--- src/rtl/ram_programmer_if.sv ---
// Word-write bus from the UART loader to the RAM write-mux.
// The loader drives it as master; the RAM wrapper listens as slave.
interface ram_programmer_if;
  logic [31:0] prog_addr_o;
  logic [31:0] prog_data_o;
  logic        prog_valid_o;

  modport master (output prog_addr_o, output prog_data_o, output prog_valid_o);
  modport slave  (input  prog_addr_o, input  prog_data_o, input  prog_valid_o);
endinterface

--- src/rtl/ram_programmer.sv ---
// UART-driven RAM loader: waits for a magic byte sequence, then receives a
// word count and little-endian words, emitting one write strobe per word.
module ram_programmer #(
  parameter int                      CLK_FREQ     = 50_000_000,
  parameter int                      BAUD_RATE    = 115_200,
  parameter int                      SEQ_LENGTH   = 8,
  parameter logic [8*SEQ_LENGTH-1:0] MAGIC_SEQ    = "CERESTST",
  parameter int                      BREAK_CYCLES = 1_000_000
) (
  input  logic             clk_i,
  input  logic             rst_i,
  input  logic             uart_rx_i,
  ram_programmer_if.master prog,
  output logic             prog_mode_o,
  output logic             system_reset_o
);
  localparam int BIT_DIV  = CLK_FREQ / BAUD_RATE;
  localparam int HALF_DIV = BIT_DIV / 2;
  localparam int CNT_W    = $clog2(BIT_DIV + 1);
  localparam int IDX_W    = $clog2(SEQ_LENGTH + 1);
  localparam int TMR_W    = $clog2(BREAK_CYCLES + 1);

  typedef enum logic [1:0] {RX_IDLE, RX_START, RX_DATA, RX_STOP} rx_state_t;
  typedef enum logic [2:0] {IDLE, MATCH, COUNT, DATA, DONE} state_t;

  rx_state_t        rx_state_q, rx_state_d;
  logic             rx_meta_q, rx_meta_d, rx_sync_q, rx_sync_d, rx_prev_q, rx_prev_d;
  logic [CNT_W-1:0] rx_cnt_q, rx_cnt_d;
  logic [2:0]       rx_bit_q, rx_bit_d;
  logic [7:0]       rx_shift_q, rx_shift_d, rx_byte_q, rx_byte_d;
  logic             byte_valid_q, byte_valid_d;

  state_t           state_q, state_d;
  logic [IDX_W-1:0] idx_q, idx_d, idx_next;
  logic [1:0]       byte_cnt_q, byte_cnt_d;
  logic [31:0]      asm_q, asm_d, word_count_q, word_count_d, words_done_q, words_done_d;
  logic [31:0]      assembled;
  logic [TMR_W-1:0] timer_q, timer_d;
  logic [31:0]      addr_q, addr_d, data_q, data_d;
  logic             valid_q, valid_d, mode_q, mode_d;

  // Magic bytes are indexed from the most-significant (first received) byte.
  function automatic logic [7:0] magic_byte(input logic [IDX_W-1:0] i);
    magic_byte = 8'h00;
    for (int k = 0; k < SEQ_LENGTH; k++)
      if (i == IDX_W'(k)) magic_byte = MAGIC_SEQ[8*(SEQ_LENGTH-1-k) +: 8];
  endfunction

  always_comb begin
    rx_meta_d    = uart_rx_i;
    rx_sync_d    = rx_meta_q;
    rx_prev_d    = rx_sync_q;
    rx_state_d   = rx_state_q;
    rx_cnt_d     = rx_cnt_q;
    rx_bit_d     = rx_bit_q;
    rx_shift_d   = rx_shift_q;
    rx_byte_d    = rx_byte_q;
    byte_valid_d = 1'b0;
    case (rx_state_q)
      RX_IDLE: if (rx_prev_q && !rx_sync_q) begin
        rx_state_d = RX_START;
        rx_cnt_d   = '0;
      end
      RX_START: begin
        rx_cnt_d = rx_cnt_q + CNT_W'(1);
        if (rx_cnt_q == CNT_W'(HALF_DIV - 1)) begin
          rx_cnt_d   = '0;
          rx_bit_d   = '0;
          rx_state_d = rx_sync_q ? RX_IDLE : RX_DATA;
        end
      end
      RX_DATA: begin
        rx_cnt_d = rx_cnt_q + CNT_W'(1);
        if (rx_cnt_q == CNT_W'(BIT_DIV - 1)) begin
          rx_cnt_d   = '0;
          rx_shift_d = {rx_sync_q, rx_shift_q[7:1]};
          rx_bit_d   = rx_bit_q + 3'd1;
          if (rx_bit_q == 3'd7) rx_state_d = RX_STOP;
        end
      end
      default: begin
        rx_cnt_d = rx_cnt_q + CNT_W'(1);
        if (rx_cnt_q == CNT_W'(BIT_DIV - 1)) begin
          rx_cnt_d   = '0;
          rx_state_d = RX_IDLE;
          // A low stop bit is a framing error; the byte is silently dropped.
          if (rx_sync_q) begin
            byte_valid_d = 1'b1;
            rx_byte_d    = rx_shift_q;
          end
        end
      end
    endcase
  end

  always_comb begin
    state_d      = state_q;
    idx_d        = idx_q;
    idx_next     = '0;
    byte_cnt_d   = byte_cnt_q;
    asm_d        = asm_q;
    assembled    = {rx_byte_q, asm_q[31:8]};
    word_count_d = word_count_q;
    words_done_d = words_done_q;
    timer_d      = '0;
    addr_d       = addr_q;
    data_d       = data_q;
    valid_d      = 1'b0;
    case (state_q)
      IDLE, MATCH: if (byte_valid_q) begin
        if (rx_byte_q == magic_byte(idx_q)) idx_next = idx_q + IDX_W'(1);
        else if (rx_byte_q == magic_byte(IDX_W'(0))) idx_next = IDX_W'(1);
        if (idx_next == IDX_W'(SEQ_LENGTH)) begin
          state_d    = COUNT;
          idx_d      = '0;
          byte_cnt_d = '0;
        end else begin
          idx_d   = idx_next;
          state_d = (idx_next == '0) ? IDLE : MATCH;
        end
      end
      COUNT, DATA: begin
        timer_d = timer_q + TMR_W'(1);
        if (state_q == DATA && valid_q) begin
          addr_d = addr_q + 32'd1;
          if (words_done_q == word_count_q) state_d = DONE;
        end
        if (byte_valid_q) begin
          timer_d    = '0;
          asm_d      = assembled;
          byte_cnt_d = byte_cnt_q + 2'd1;
          if (byte_cnt_q == 2'd3) begin
            if (state_q == COUNT) begin
              word_count_d = assembled;
              words_done_d = '0;
              addr_d       = '0;
              state_d      = (assembled == 32'd0) ? DONE : DATA;
            end else begin
              data_d       = assembled;
              valid_d      = 1'b1;
              words_done_d = words_done_q + 32'd1;
            end
          end
        end else if (timer_q == TMR_W'(BREAK_CYCLES - 1)) begin
          state_d = DONE;
        end
      end
      default: begin
        state_d    = IDLE;
        idx_d      = '0;
        byte_cnt_d = '0;
      end
    endcase
  end

  assign mode_d = (state_d == COUNT) || (state_d == DATA);

  always_ff @(posedge clk_i) begin
    if (rst_i) begin
      rx_meta_q    <= 1'b1;
      rx_sync_q    <= 1'b1;
      rx_prev_q    <= 1'b1;
      rx_state_q   <= RX_IDLE;
      rx_cnt_q     <= '0;
      rx_bit_q     <= '0;
      rx_shift_q   <= '0;
      rx_byte_q    <= '0;
      byte_valid_q <= 1'b0;
      state_q      <= IDLE;
      idx_q        <= '0;
      byte_cnt_q   <= '0;
      asm_q        <= '0;
      word_count_q <= '0;
      words_done_q <= '0;
      timer_q      <= '0;
      addr_q       <= '0;
      data_q       <= '0;
      valid_q      <= 1'b0;
      mode_q       <= 1'b0;
    end else begin
      rx_meta_q    <= rx_meta_d;
      rx_sync_q    <= rx_sync_d;
      rx_prev_q    <= rx_prev_d;
      rx_state_q   <= rx_state_d;
      rx_cnt_q     <= rx_cnt_d;
      rx_bit_q     <= rx_bit_d;
      rx_shift_q   <= rx_shift_d;
      rx_byte_q    <= rx_byte_d;
      byte_valid_q <= byte_valid_d;
      state_q      <= state_d;
      idx_q        <= idx_d;
      byte_cnt_q   <= byte_cnt_d;
      asm_q        <= asm_d;
      word_count_q <= word_count_d;
      words_done_q <= words_done_d;
      timer_q      <= timer_d;
      addr_q       <= addr_d;
      data_q       <= data_d;
      valid_q      <= valid_d;
      mode_q       <= mode_d;
    end
  end

  assign prog.prog_addr_o  = addr_q;
  assign prog.prog_data_o  = data_q;
  assign prog.prog_valid_o = valid_q;
  assign prog_mode_o       = mode_q;
  assign system_reset_o    = mode_q;
endmodule

--- src/flat_wrapper.sv ---
// flat-port wrapper written by rule: the top's interface ports become plain ports
module ram_programmer_flat 
#(
  parameter int                      CLK_FREQ     = 50_000_000,
  parameter int                      BAUD_RATE    = 115_200,
  parameter int                      SEQ_LENGTH   = 8,
  parameter logic [8*SEQ_LENGTH-1:0] MAGIC_SEQ    = "        ",
  parameter int                      BREAK_CYCLES = 1_000_000
)
  (clk_i, rst_i, uart_rx_i, prog_mode_o, system_reset_o, prog_prog_addr_o, prog_prog_data_o, prog_prog_valid_o);
  ram_programmer_if prog_i ();
  input  logic clk_i;
  input  logic rst_i;
  input  logic uart_rx_i;
  output logic prog_mode_o;
  output logic system_reset_o;
  output wire logic [$bits(prog_i.prog_addr_o)-1:0] prog_prog_addr_o;
  output wire logic [$bits(prog_i.prog_data_o)-1:0] prog_prog_data_o;
  output wire logic [$bits(prog_i.prog_valid_o)-1:0] prog_prog_valid_o;
  assign prog_prog_addr_o = prog_i.prog_addr_o;
  assign prog_prog_data_o = prog_i.prog_data_o;
  assign prog_prog_valid_o = prog_i.prog_valid_o;
  ram_programmer #(.CLK_FREQ(CLK_FREQ), .BAUD_RATE(BAUD_RATE), .SEQ_LENGTH(SEQ_LENGTH), .MAGIC_SEQ(MAGIC_SEQ), .BREAK_CYCLES(BREAK_CYCLES)) u_core (.clk_i(clk_i), .rst_i(rst_i), .uart_rx_i(uart_rx_i), .prog(prog_i), .prog_mode_o(prog_mode_o), .system_reset_o(system_reset_o));
endmodule
--- config.mk ---
export PLATFORM = sky130hd
export DESIGN_NAME = ram_programmer_flat
export DESIGN_NICKNAME = d
export VERILOG_FILES = /design/src/rtl/ram_programmer_if.sv /design/src/rtl/ram_programmer.sv /design/src/flat_wrapper.sv
export SDC_FILE = /design/constraint.sdc
export NUM_CORES = 1
export LEC_CHECK = 0
export ABC_CLOCK_PERIOD_IN_PS = 4400
export BUFFER_PORTS_ARGS = -buffer_cell sky130_fd_sc_hd__buf_4
export CORE_ASPECT_RATIO = 0.5
export CORE_MARGIN = 2
export CORE_UTILIZATION = 54
export DETAILED_ROUTE_END_ITERATION = 8
export GPL_ROUTABILITY_DRIVEN = 0
export PLACE_DENSITY = 0.74
export SYNTH_ARGS = -nofsm -noshare
export SYNTH_HDL_FRONTEND = slang
export SYNTH_SLANG_ARGS = --single-unit
--- constraint.sdc ---
create_clock -name clk_i -period 4.4 [get_ports clk_i]
set_input_delay 0.44 -clock clk_i [delete_from_list [all_inputs] [get_ports clk_i]]
set_output_delay 0.44 -clock clk_i [all_outputs]
set_load 0.02 [all_outputs]
==> results.toml <==
[status]
outcome = "finished clean"

[logic_synthesis]
async_reset_ff_share_pct = 0
avgSynthCellArea_um2 = 8.33
synth_top_cell_by_area = "dfxtp_1"
synthFlopType = "dfxtp_1"
synth_edf_count = 0
synth_cells = 1125
yosysUniqueCellTypes = 62
ys_ff_latch = 217
syn-cell-area_mm2 = 0.00937
synthTopCellsByArea = "dfxtp_1 (46%), nand2_1 (9.2%), xnor2_1 (6.6%), a21oi_1 (6.2%), nor2_1 (4.6%)"
synth_nets = 1145
synth_top_area_share_pct = 46.3
ys_warn_count = 0
ys_seq_area_share_pct = 46.3

[placed_design]
dpl.hpwl_um = 14700
dpl_worst_slack_ns = 1.60
placed_area_mm2 = 0.0100
placed_cells = 1372
io_buffer_count = 69

[layout]
final_area_mm2 = 0.0107
syn2layout_area_growth_pct = 13.7
post_route_cells_drive_above_1_share_pct = 11.2
antennaDiodeCount = 0
final_cells = 1407
nNetsFinal = 1187
final_util_pct = 63.9

[sta]
relSlewSlack_pct = 20.5
post-route-period-util_pct = 65.3
clock_skew_ns = 0.0154
rsz0062_at_grt = "false"
tightestPinTransition_ns = 1.19
fin_crit_ns = 2.87
worst_slack_ns = 1.53
fmax_ghz = 0.348
finalSetupTns_ns = 0
whs_ns = 0.120
drv_slew = 0
setup_viol = 0
hold_violations = 0

[critical_path]
worstSetupEndpointType = "flop"
setup.worst_path.class = "flop to flop"
path_max_fanout = 26
r2r_end = "u_core.words_done_q[10]"
cp_data_arrival_time_ns = 3.21
cpPeakStageDelay_ns = 0.85
path_cells = "nand3b_1 > or2_2 > nor2_1 > and4_2 > xnor2_1 > nor2_1"
r2r_cells = 6
regToRegStartpoint = "u_core.state_q[1]"
rrSetupSlack_ns = 1.53
critPathLaunchType = "flop"
crit_slowest_cell = "nand3b_1"
cpMostUsedCell = "nor2_1"
crit_required_ns = 4.74

[clock_tree]
htreeDepth = 1
cts_tree = "done"
cts-root-buf = "clkbuf_16"
numCtsBuffers = 20
holdBufCountCts = 0
clk_pin_slew_ns = 0.07
clock_path_buffers = 3
insertion_delay_ns = 0.51
cts_resized = 0
clkSinkCount = 217
post_cts_buffers = 0

[hold_path]
hold_end = "u_core.rx_meta_q"
min_path_cells = 2
worst_hold_path_type = "input pin to flop"
hold_start = "uart_rx_i"

[pwr]
leakage_nw = 3.75
worst_ir_drop_vdd_mv = 0.263
power_mw = 3.85
cellPowerDensity_mw_per_mm2 = 361

[floorplan]
placementRows = 33
pin_count = 70
dieArea_mm2 = 0.0185
die_width_um = 190
core_mm2 = 0.0167
start_util_pct = 56.2
dieHeight_um = 97.2

[routing]
vias = 7697
vias_per_cell = 5.47
wl_per_cell_um = 15.2
drtIter0Drc = 499
wl_um = 21400
drtAntennaViolNets = 0
drc_errors = 0
first_pass_iters = 5

[global_route]
grt_pass1_vias = 6990
grt_max_degree = 113
antenna_found_initial = 0
grt_util_all_layers_pct = 22.8
grt_pass1_wl_um = 35000
grt-ovfl-total = 0

[run]
max_cap_viol_count = 0
[how the worst max path moves through the flow]
stage                       from                      end  slack, ns  depth (start not counted)
2_1_floorplan    u_core.idx_q[0]     u_core.byte_cnt_q[0]       2.50                          8
3_3_place_gp   u_core.state_q[1]  u_core.words_done_q[10]       1.67                          6
3_5_place_dp   u_core.state_q[1]  u_core.words_done_q[10]       1.60                          6
4_1_cts        u_core.state_q[1]  u_core.words_done_q[10]       1.56                          6
5_1_grt        u_core.state_q[1]  u_core.words_done_q[30]       1.23                          6
6_report       u_core.state_q[1]  u_core.words_done_q[10]       1.53                          6
[logic make-up (layout without fill, tap and decap cells)]
family | count (synthesis) | in the layout | share of synthesized area, %
adder cells (fa/ha/maj) | 17 | 17 | 2.27
flip-flops | 217 | 217 | 46.3
AO/OA/AOI/OAI | 149 | 149 | 8.54
buffers and inverters | 74 | 129 | 3.14
multiplexers | 10 | 10 | 1.07
XOR/XNOR | 110 | 110 | 10.3
AND/OR/NAND/NOR | 548 | 548 | 28.4
[cell type report]
type | count | area, um2
fillers | 1417 | 6030
well taps | 227 | 284
inverters | 20 | 75.1
clock buffers | 27 | 547
multi-input cells | 834 | 4740
clock inverters | 8 | 108
repair buffers | 74 | 556
flip-flops and latches | 217 | 4340
[cell usage after synthesis (2+ instances only)]
master and n:
nand4_2 2, nand2_1 231, and4b_1 3, buf_4 2
nand3_4 2, nor2b_1 4, a21boi_0 3, nor3_1 15
and4_1 5, clkbuf_1 44, o21ai_0 13, nand4_1 25
ha_1 17, nor4_1 15, and4_4 2, and3_1 16
nor2_1 116, inv_1 19, nand4b_1 4, mux2i_1 10
xor2_1 39, nand3b_1 2, buf_2 7, nor3_2 6
xnor2_1 71, nand3_1 51, a31oi_1 2, or2_2 4
or3_1 13, a21oi_1 117, dfxtp_1 217, nand2b_1 5
and2_1 14
[metal layers]
layer / share of wire (%) / wire, um / track usage, % / up-vias
met2: 42 / 8880 / 34.3 / 201
met4: 1.8 / 393 / 4.77 / 0
li1: - / - / - / 3870
met5: 0 / 0 / 0 / -
met3: 6.0 / 1280 / 3.72 / 37
met1: 51 / 10800 / 34.2 / 3589
[power breakdown]
group	internal, mW	switching [mW]
logic	0.0312	0.0777
clock network	1.00	0.758
registers	1.97	0.00935
total	3.00	0.845
[state kept, by name (all words and copies together) (netlist names)]
| signal | cells |
|---|---|
| u_core.rx_bit_q | 3 |
| u_core.words_done_q | 32 |
| u_core.rx_shift_q | 8 |
| u_core.rx_byte_q | 8 |
| u_core.rx_meta_q | 1 |
| u_core.prog_mode_o | 1 |
| u_core.asm_q | 24 |
| u_core.byte_cnt_q | 2 |
| u_core.prog.prog_data_o | 32 |
| u_core.rx_prev_q | 1 |
| u_core.prog.prog_addr_o | 32 |
| u_core.rx_prev_d | 1 |
| u_core.timer_q | 20 |
| u_core.state_q | 3 |
| u_core.word_count_q | 32 |
| u_core.rx_cnt_q | 9 |
| u_core.rx_state_q | 2 |
| u_core.prog.prog_valid_o | 1 |
| u_core.idx_q | 4 |
| u_core.byte_valid_q | 1 |
[critical path: cells and delay by family (launching register included)]
family        cells  cell delay, ns
simple gates      5            1.99
flops             1            0.58
xor+xnor          1            0.13
[cell usage in the layout (no fill, tap or decap), types with 5 or more instances in the layout]
cell       instances
nor4_1            15
o21ai_0           13
mux2i_1           10
clkbuf_1           5
dfxtp_1          217
nor3_2             6
nand3_1           51
and2_1            14
nand4_1           25
or3_1             13
xor2_1            39
ha_1              17
buf_4             74
a21oi_1          117
nand2b_1           5
nor3_1            15
and3_1            16
nand2_1          230
inv_1             19
nor2_1           115
and4_1             5
clkbuf_16         20
xnor2_1           71
(Power assumes the default switching activity.)
